`src/rtl/cnn_seq_pkg.sv`:
```
// Shared types and constants for the CNN layer sequencer: state encodings,
// timer channel indices and default stage thresholds.
package cnn_seq_pkg;

    typedef enum logic [2:0] {
        S_IDLE = 3'd0,
        S_CONV = 3'd1,
        S_POOL = 3'd2,
        S_ACT  = 3'd3,
        S_FC   = 3'd4,
        S_RESP = 3'd5,
        S_ERR  = 3'd6
    } state_e;

    localparam int NUM_CH  = 4;
    localparam int CH_CONV = 0;
    localparam int CH_POOL = 1;
    localparam int CH_ACT  = 2;
    localparam int CH_FC   = 3;

    localparam int THR_CONV_DEF = 70;
    localparam int THR_POOL_DEF = 31;
    localparam int THR_ACT_DEF  = 1;
    localparam int THR_FC_DEF   = 1085;

    function automatic logic is_run(input state_e s);
        return (s == S_CONV) || (s == S_POOL) || (s == S_ACT) || (s == S_FC);
    endfunction

    // One-hot timer enable for a state; zero outside the four run states.
    function automatic logic [NUM_CH-1:0] stage_en(input state_e s);
        logic [NUM_CH-1:0] en;
        en = '0;
        case (s)
            S_CONV:  en[CH_CONV] = 1'b1;
            S_POOL:  en[CH_POOL] = 1'b1;
            S_ACT:   en[CH_ACT]  = 1'b1;
            S_FC:    en[CH_FC]   = 1'b1;
            default: en = '0;
        endcase
        return en;
    endfunction

endpackage

```
`src/rtl/seq_watchdog.sv`:
```
// Per-stage watchdog: counter clears on stage entry, counts while a stage runs,
// and flags timeout once it reaches TIMEOUT-1.
module seq_watchdog #(
    parameter int TIMEOUT = 4096
) (
    input  logic clk,
    input  logic rst_n,
    input  logic clr,
    input  logic inc,
    output logic timeout
);

    localparam int W = (TIMEOUT > 2) ? $clog2(TIMEOUT) : 1;
    localparam logic [W-1:0] LAST = W'(TIMEOUT - 1);

    logic [W-1:0] cnt_q, cnt_d;

    always_comb begin
        cnt_d = cnt_q;
        if (clr)
            cnt_d = '0;
        else if (inc && (cnt_q != LAST))
            cnt_d = cnt_q + 1'b1;
    end

    always_ff @(posedge clk or negedge rst_n) begin
        if (!rst_n) cnt_q <= '0;
        else        cnt_q <= cnt_d;
    end

    assign timeout = inc && (cnt_q == LAST);

endmodule

```
`src/rtl/cnn_layer_sequencer.sv`:
```
// Frame controller stepping CONV/POOL x N_LAYERS, ACT, FC through the timer bank,
// reporting frame latency and trapping hung stages in ERR.
module cnn_layer_sequencer
    import cnn_seq_pkg::*;
#(
    parameter int N_LAYERS = 2,
    parameter int TIMEOUT  = 4096,
    parameter int CYC_W    = 16
) (
    input  logic                              S_AXIS_ACLK,
    input  logic                              S_AXIS_ARESETN,
    input  logic                              start_valid,
    output logic                              start_ready,
    input  logic                              abort,
    output logic [3:0]                        timer_en,
    input  logic [3:0]                        timer_done,
    output logic                              res_valid,
    input  logic                              res_ready,
    output logic [CYC_W-1:0]                  res_cycles,
    output logic                              busy,
    output logic                              err,
    output logic [2:0]                        stage,
    output logic [$clog2(N_LAYERS+1)-1:0]     layer_idx
);

    localparam int LW = $clog2(N_LAYERS + 1);

    state_e            state_q, state_d;
    logic [3:0]        timer_en_q, timer_en_d;
    logic [CYC_W-1:0]  res_cycles_q, res_cycles_d;
    logic [LW-1:0]     layer_idx_q, layer_idx_d;
    logic              wd_timeout;
    logic              last_layer;

    assign last_layer = (layer_idx_q == LW'(N_LAYERS - 1));

    seq_watchdog #(.TIMEOUT(TIMEOUT)) u_wd (
        .clk     (S_AXIS_ACLK),
        .rst_n   (S_AXIS_ARESETN),
        .clr     (state_d != state_q),
        .inc     (is_run(state_q)),
        .timeout (wd_timeout)
    );

    always_ff @(posedge S_AXIS_ACLK or negedge S_AXIS_ARESETN) begin
        if (!S_AXIS_ARESETN) begin
            state_q      <= S_IDLE;
            timer_en_q   <= '0;
            res_cycles_q <= '0;
            layer_idx_q  <= '0;
        end else begin
            state_q      <= state_d;
            timer_en_q   <= timer_en_d;
            res_cycles_q <= res_cycles_d;
            layer_idx_q  <= layer_idx_d;
        end
    end

    // Only the running stage's done bit is looked at; done beats timeout.
    always_comb begin
        state_d = state_q;
        if (abort) begin
            state_d = S_IDLE;
        end else begin
            case (state_q)
                S_IDLE: if (start_valid) state_d = S_CONV;
                S_CONV: begin
                    if (timer_done[CH_CONV])  state_d = S_POOL;
                    else if (wd_timeout)      state_d = S_ERR;
                end
                S_POOL: begin
                    if (timer_done[CH_POOL])  state_d = last_layer ? S_ACT : S_CONV;
                    else if (wd_timeout)      state_d = S_ERR;
                end
                S_ACT: begin
                    if (timer_done[CH_ACT])   state_d = S_FC;
                    else if (wd_timeout)      state_d = S_ERR;
                end
                S_FC: begin
                    if (timer_done[CH_FC])    state_d = S_RESP;
                    else if (wd_timeout)      state_d = S_ERR;
                end
                S_RESP: if (res_ready) state_d = S_IDLE;
                S_ERR:  state_d = S_ERR;
                default: state_d = S_IDLE;
            endcase
        end
    end

    always_comb begin
        res_cycles_d = res_cycles_q;
        layer_idx_d  = layer_idx_q;
        if (abort) begin
            res_cycles_d = '0;
            layer_idx_d  = '0;
        end else begin
            if ((state_q == S_IDLE) && start_valid) begin
                res_cycles_d = '0;
                layer_idx_d  = '0;
            end else if (is_run(state_q) && (res_cycles_q != '1)) begin
                res_cycles_d = res_cycles_q + 1'b1;
            end
            if ((state_q == S_POOL) && timer_done[CH_POOL] && !last_layer)
                layer_idx_d = layer_idx_q + 1'b1;
        end
        // Registered from the next state so the enable tracks the stage exactly.
        timer_en_d = stage_en(state_d);
    end

    always_comb begin
        start_ready = (state_q == S_IDLE);
        busy        = (state_q != S_IDLE);
        err         = (state_q == S_ERR);
        res_valid   = (state_q == S_RESP);
        stage       = state_q;
        timer_en    = timer_en_q;
        res_cycles  = res_cycles_q;
        layer_idx   = layer_idx_q;
    end

endmodule

```
`config.mk`:
```
export PLATFORM = sky130hd
export DESIGN_NAME = cnn_layer_sequencer
export DESIGN_NICKNAME = d
export VERILOG_FILES = /design/src/rtl/cnn_seq_pkg.sv /design/src/rtl/seq_watchdog.sv /design/src/rtl/cnn_layer_sequencer.sv
export SDC_FILE = /design/constraint.sdc
export NUM_CORES = 1
export LEC_CHECK = 0
export CAP_MARGIN = 20
export CORE_MARGIN = 5
export CORE_UTILIZATION = 35
export DETAILED_ROUTE_END_ITERATION = 7
export GPL_TIMING_DRIVEN = 0
export PLACE_DENSITY = 0.58
export SYNTH_ARGS = -nofsm -noshare
export SYNTH_HDL_FRONTEND = slang
export SYNTH_SLANG_ARGS = --single-unit
```
`constraint.sdc`:
```
create_clock -name S_AXIS_ACLK -period 1.95 [get_ports S_AXIS_ACLK]
set_clock_uncertainty 0.05 [all_clocks]
set_input_delay 0.195 -clock S_AXIS_ACLK [delete_from_list [all_inputs] [get_ports S_AXIS_ACLK]]
set_output_delay 0.195 -clock S_AXIS_ACLK [all_outputs]
set_load 0.01 [all_outputs]
```
# Yosys cells after proc, flatten, opt, wreduce, memory -nomap -nowiden
# Cells that the tools add are included.
[totals] reg_bits=37 input_bits=9 out_inout_bits=29 wordCells=60
[op_classes] n_addsub=3 n_eq_ne=15 muxes=22 n_reduce_logical=15
[op_table] operator="$mux 16" n=3
[op_table] operator="$mux 12" n=2
[op_table] operator="$mux 3" n=8
[op_table] operator="$pmux 3 s7" n=1
[op_table] operator="$add 16x1->16 const B" n=1
[op_table] operator="$ne 16x16->1 const B" n=1
[op_table] operator="$add 12x1->12 const B" n=1
[op_table] operator="$eq 12x12->1 const B" n=1
[op_table] operator="$eq 3x2->1 const B" n=4
[op_table] operator="$eq 3x3->1 const B" n=4
[op_table] operator="$ne 12x12->1 const B" n=1
[op_table] operator="$reduce_bool 3->1" n=3
[op_table] operator="$mux 2" n=4
[op_table] operator="$eq 3x1->1 const B" n=2
[op_table] operator="$logic_and 1x1->1" n=6
[op_table] operator="$mux 1" n=4
[op_table] operator="$logic_not 3->1" n=1
[op_table] operator="$logic_or 1x1->1" n=3
[op_table] operator="$ne 3x3->1" n=1
[op_table] operator="$add 2x1->2 const B" n=1
[op_table] operator="$eq 2x1->1 const B" n=1
[op_table] operator="$reduce_bool 2->1" n=1
[op_table] operator="$logic_not 1->1" n=1

# Logic depth before layout (Yosys ltp)
[logic_depth] word_depth=11 ltp_mapped=9 depth_no_buf=7

# Hierarchy
# From an unflattened synthesis, not the netlist that was laid out.
[hier_totals] hier_cells=244 area_unflattened_um2=2318.5
[by_module_without_submodules] module="cnn_layer_sequencer" n_inst=1 cells_each=172 area_each_um2=1607.8 seq_area_each_um2=625.6
[by_module_without_submodules] module="seq_watchdog" n_inst=1 cells_each=72 area_each_um2=710.7 seq_area_each_um2=300.3

# Least setup slack after synthesis
# Ideal clock, no wire load.
[synth_path] path_kind="register -> register" startpoint="register state_q[1] (netlist: stage[1])" endpoint="register u_wd.cnt_q[0]" setup_time_ps=123 arrival_ps=1713 required_time_ps=1777 path_slack_ps=64 stages_incl_launch_ff=9 path_buffers=3 synth_period_minus_slack_ps=1886 cell_sequence="dfrtp_1 -> buf_2 -> clkbuf_1 -> o211ai_1 -> o21ai_0 -> o31ai_4 -> nor4_2 -> buf_6 -> nor3_2"
[synth_via] elab_chain_len=11 elab_cells_between_ends=24 classes_between="7 x eq/ne; 10 x mux; 7 x reduce/logical"
[synth_lines] element="start, declared" line_no="cnn_layer_sequencer.sv:28" rtl="state_e state_q, state_d;"
[synth_lines] element="start signal, assigned" line_no="cnn_layer_sequencer.sv:52" rtl="state_q <= state_d;"
[synth_lines] element="$eq 3x1->1 or $eq 3x2->1 (tied branches)" line_no="cnn_seq_pkg.sv:27, cnn_layer_sequencer.sv:65"
[synth_lines] element="$logic_or 1x1->1 (3 in series)" line_no="cnn_seq_pkg.sv:27" rtl="return (s == S_CONV) || (s == S_POOL) || (s == S_ACT) || (s == S_FC);"
[synth_lines] element="$logic_and 1x1->1" line_no="seq_watchdog.sv:31" rtl="assign timeout = inc && (cnt_q == LAST);"
[synth_lines] element="$mux 3"
[synth_lines] element="$mux 3, on equally long branches"
[synth_lines] element="$pmux 3 s7" line_no="cnn_layer_sequencer.sv:65" rtl="case (state_q)"
[synth_lines] element="$mux 3" line_no="cnn_layer_sequencer.sv:62" rtl="if (abort) begin"
[synth_lines] element="$ne 3x3->1" line_no="cnn_layer_sequencer.sv:40" rtl=".clr (state_d != state_q),"
[synth_lines] element="$mux 12 or $reduce_bool 2->1 (tied branches)"
[synth_lines] element="end signal, assigned" line_no="seq_watchdog.sv:28" rtl="else cnt_q <= cnt_d;"
[synth_lines] element="end, declared" line_no="seq_watchdog.sv:16" rtl="logic [W-1:0] cnt_q, cnt_d;"
# Several ways; a longest one is shown, not always the timed one.
# A chain may end at the register's enable or synchronous reset.

# Final worst setup path
[layout_path] startpoint="register state_q[1] (netlist: stage[1])" endpoint="register u_wd.cnt_q[9]"
# The elaborated chain is that of the path after synthesis.

==> impl_results.md <==
- Outcome: finished, final reports clean
- Commonest cells after routing, fill and taps aside: 33 x clkdlybuf4s50_1, 31 x dfrtp_1, 23 x nor2_1, 22 x buf_4, 20 x xnor2_1
- Area leader, netlist: dfrtp_1
- Startpoint types: flop
- Worst hold slack: 0.481 ns
- Library cells used by synthesis: 55
- VDD IR max: 0.362 mV
- Via density: 5.22
- Top cells by area, synth: dfrtp_1 39%, xnor2_1 7.4%, nor3_2 4.7%, nor2_1 4.1%, nand3_1 2.8%
- Row count: 30
- Worst-path clk slew: 0.08 ns
- Most common cell after layout, fill and taps aside: clkdlybuf4s50_1
- Final ANT Viol Nets: 0
- DR DRC count: 0
- Area Growth Syn to Fin: 42.8%
- Port buffer count: 37
- Average cell area after synthesis: 9.71 um^2
- Largest net degree at the start of global routing: 38
- Crit-path max FO: 5
- Final period utilization: 98.6%
- Seq. cell area: 933 um^2
- Detail Placement HPWL: 3960 um
- Main flop type after synthesis: dfrtp_1
- DRT Wirelength: 6150 um
- CP required: 2.12 ns
- Multi-input logic area: 1490 um^2
- Top-area cell type share of the netlist area: 39.3%
- Die Wd: 92.1 um
- Cts bufs inserted: 5
- Ant diodes: 0
- Measured slew at the worst slew-check pin: 0.824 ns
- Die Span Y: 92.1 um
- Core region area: 6680 um^2
- Setup violators final: 0
- IO Count: 38
- Post-synthesis sequential area ratio: 39.3%
- FFs w/ async S/R, synth: 100%
- RSZ-0062 raised after global routing: yes
- Routability-driven placement congestion ratio: 0.837
- WP buf/inv: 2
- Number of global-route vias before repair: 2127
- Placed cell count: 360
- Crit path kind: flop to flop
- DR pass1 iterations: 4
- Grt ovf: 0
- CTS tree: built
- Yosys warnings: 0
- Worst path max stage delay: 0.46 ns
- Number of hold violations in the final report: 0
- CP max-delay cell: or4bb_1
- Tot Pwr: 2070 uW
- Wirelength per Cell: 15.7 um
- FF-to-FF setup slack: 0.03 ns
- Die Footprint: 8480 um^2
- Pleak: 0.00130 uW
- PD cells: 613 nW/um^2
- Longest Clk Path Bufs: 2
- H-tree levels: 2
- Final cell utilization of the core: 50.4%
- Max Cap Violations: 0
- Critical path, cell by cell: buf_6, or4bb_1, o21ai_1, o31a_1, o2111ai_4, buf_6, nor3_4
- EDFF count, synth: 0
- Max-slew headroom: 45.1%
- Data arrival, critical path: 2.09 ns
- Slew Limit Fails: 0
- Fin cells: 393
- Delay-heaviest family, CP: simple AND/OR/NAND/NOR gates
- Fillers: 633
- Fmax: 520 MHz
- Proportion of layout cells with a drive suffix above 1: 31.9%
- CP Capture Type: flop
- Root Buffer: clkbuf_8
- Final period demand of the worst path: 1.92 ns
- Effective utilization at floorplan: 35.3%
- Net count after synthesis: 255
- GRT Overall Usage: 14.7%
- Yosys reg bits: 37
- Cell Area, Synth: 2360 um^2
- Nets: 324
- Clk_lat worst skew: 0.29 ns
- Iter 0 DRT Violations: 93
- First-pass GRT wire length: 10300 um
- Mapped Cells: 243
- Via count: 2051
- Initial antenna violation count: 0
- Sink Count: 37
- CP dominant cell by count: buf_6
- Hold WC Path Type: input port to asynchronous set/reset pin
## per-layer routing
metal | track usage, % | vias to the layer above | wire length [um]
met5 | 0 | - | 0
met4 | 4.46 | 0 | 38
met3 | 2.63 | 4 | 233
met2 | 23.2 | 40 | 2890
met1 | 20.4 | 987 | 2990
li1 | - | 1020 | -
## final cells by class
class | instances | area share [%]
multi-input combinational | 186 | 44.3
buffer | 13 | 3.27
clock buffer | 5 | 2.04
tap | 80 | 2.97
timing repair buffer | 63 | 17.0
sequential | 37 | 27.7
clock inverter | 3 | 2.04
inverter | 6 | 0.669
## cell usage after synthesis (all sizes together), types with 4 or more instances
| library cell | count |
|---|---|
| o2111ai | 4 |
| nand4 | 5 |
| nand2 | 14 |
| nor2 | 26 |
| inv | 6 |
| nor3 | 17 |
| nor4 | 9 |
| dfrtp | 37 |
| xor2 | 5 |
| mux2i | 4 |
| nand3 | 13 |
| and3 | 4 |
| buf | 11 |
| a211oi | 7 |
| xnor2 | 20 |
| o21ai | 9 |
| a21oi | 6 |
## path summary, 6_finish.rpt
| path | start | endpoint | cells past startpoint |
|---|---|---|---|
| worst min-delay path | S_AXIS_ARESETN | layer_idx[0] | 2 |
| worst min register to register | layer_idx[1] | layer_idx[1] | 2 |
| min in group S_AXIS_ACLK | layer_idx[1] | layer_idx[1] | 2 |
| worst max register to register | stage[1] | u_wd.cnt_q[9] | 7 |
| max in group asynchronous | S_AXIS_ARESETN | u_wd.cnt_q[3] | 2 |
| worst max-delay path | stage[1] | u_wd.cnt_q[9] | 7 |
## registers in the layout (all words and copies together), names as in the netlist
register and flops:
timer_en 4, layer_idx 2, u_wd.cnt_q 12, res_cycles 16, stage 3
## power breakdown
group          switching (uW)  internal, uW
registers                26.6           793
logic                     242           200
clock network             288           515
## per-stage QoR
step	area [um^2]	setup slack [ns]	setup TNS, ns
6_report	3370	0.0277	0
5_1_grt	3370	-0.0554	-0.386
4_1_cts	3200	0.000393	0
3_5_place_dp	2820	-0.277	-3.53
3_3_place_gp	2830	-0.293	-14.16
2_1_floorplan	2360	0.0643	0
## timing repair
action | CTS | global route
pin swaps | 17 | 10
hold endpoints to repair | 37 | 0
resized for setup | 35 | 26
buffers inserted | 12 | 10
setup endpoints to repair | 29 | 34
hold buffers | 1 | 0
gates cloned | 3 | 0
## logic make-up (layout without fill, tap and decap cells)
family          after synthesis  in the layout  synth area share [%]
xor+xnor                     25             25                  9.28
simple gates                110            110                  29.0
flops                        37             37                  39.3
buf+inv                      20             90                  4.40
mux                           4              4                  1.70
compound gates               44             44                  14.8
fa+ha+maj                     3              3                  1.59
Power figures use the tool's default switching activity.
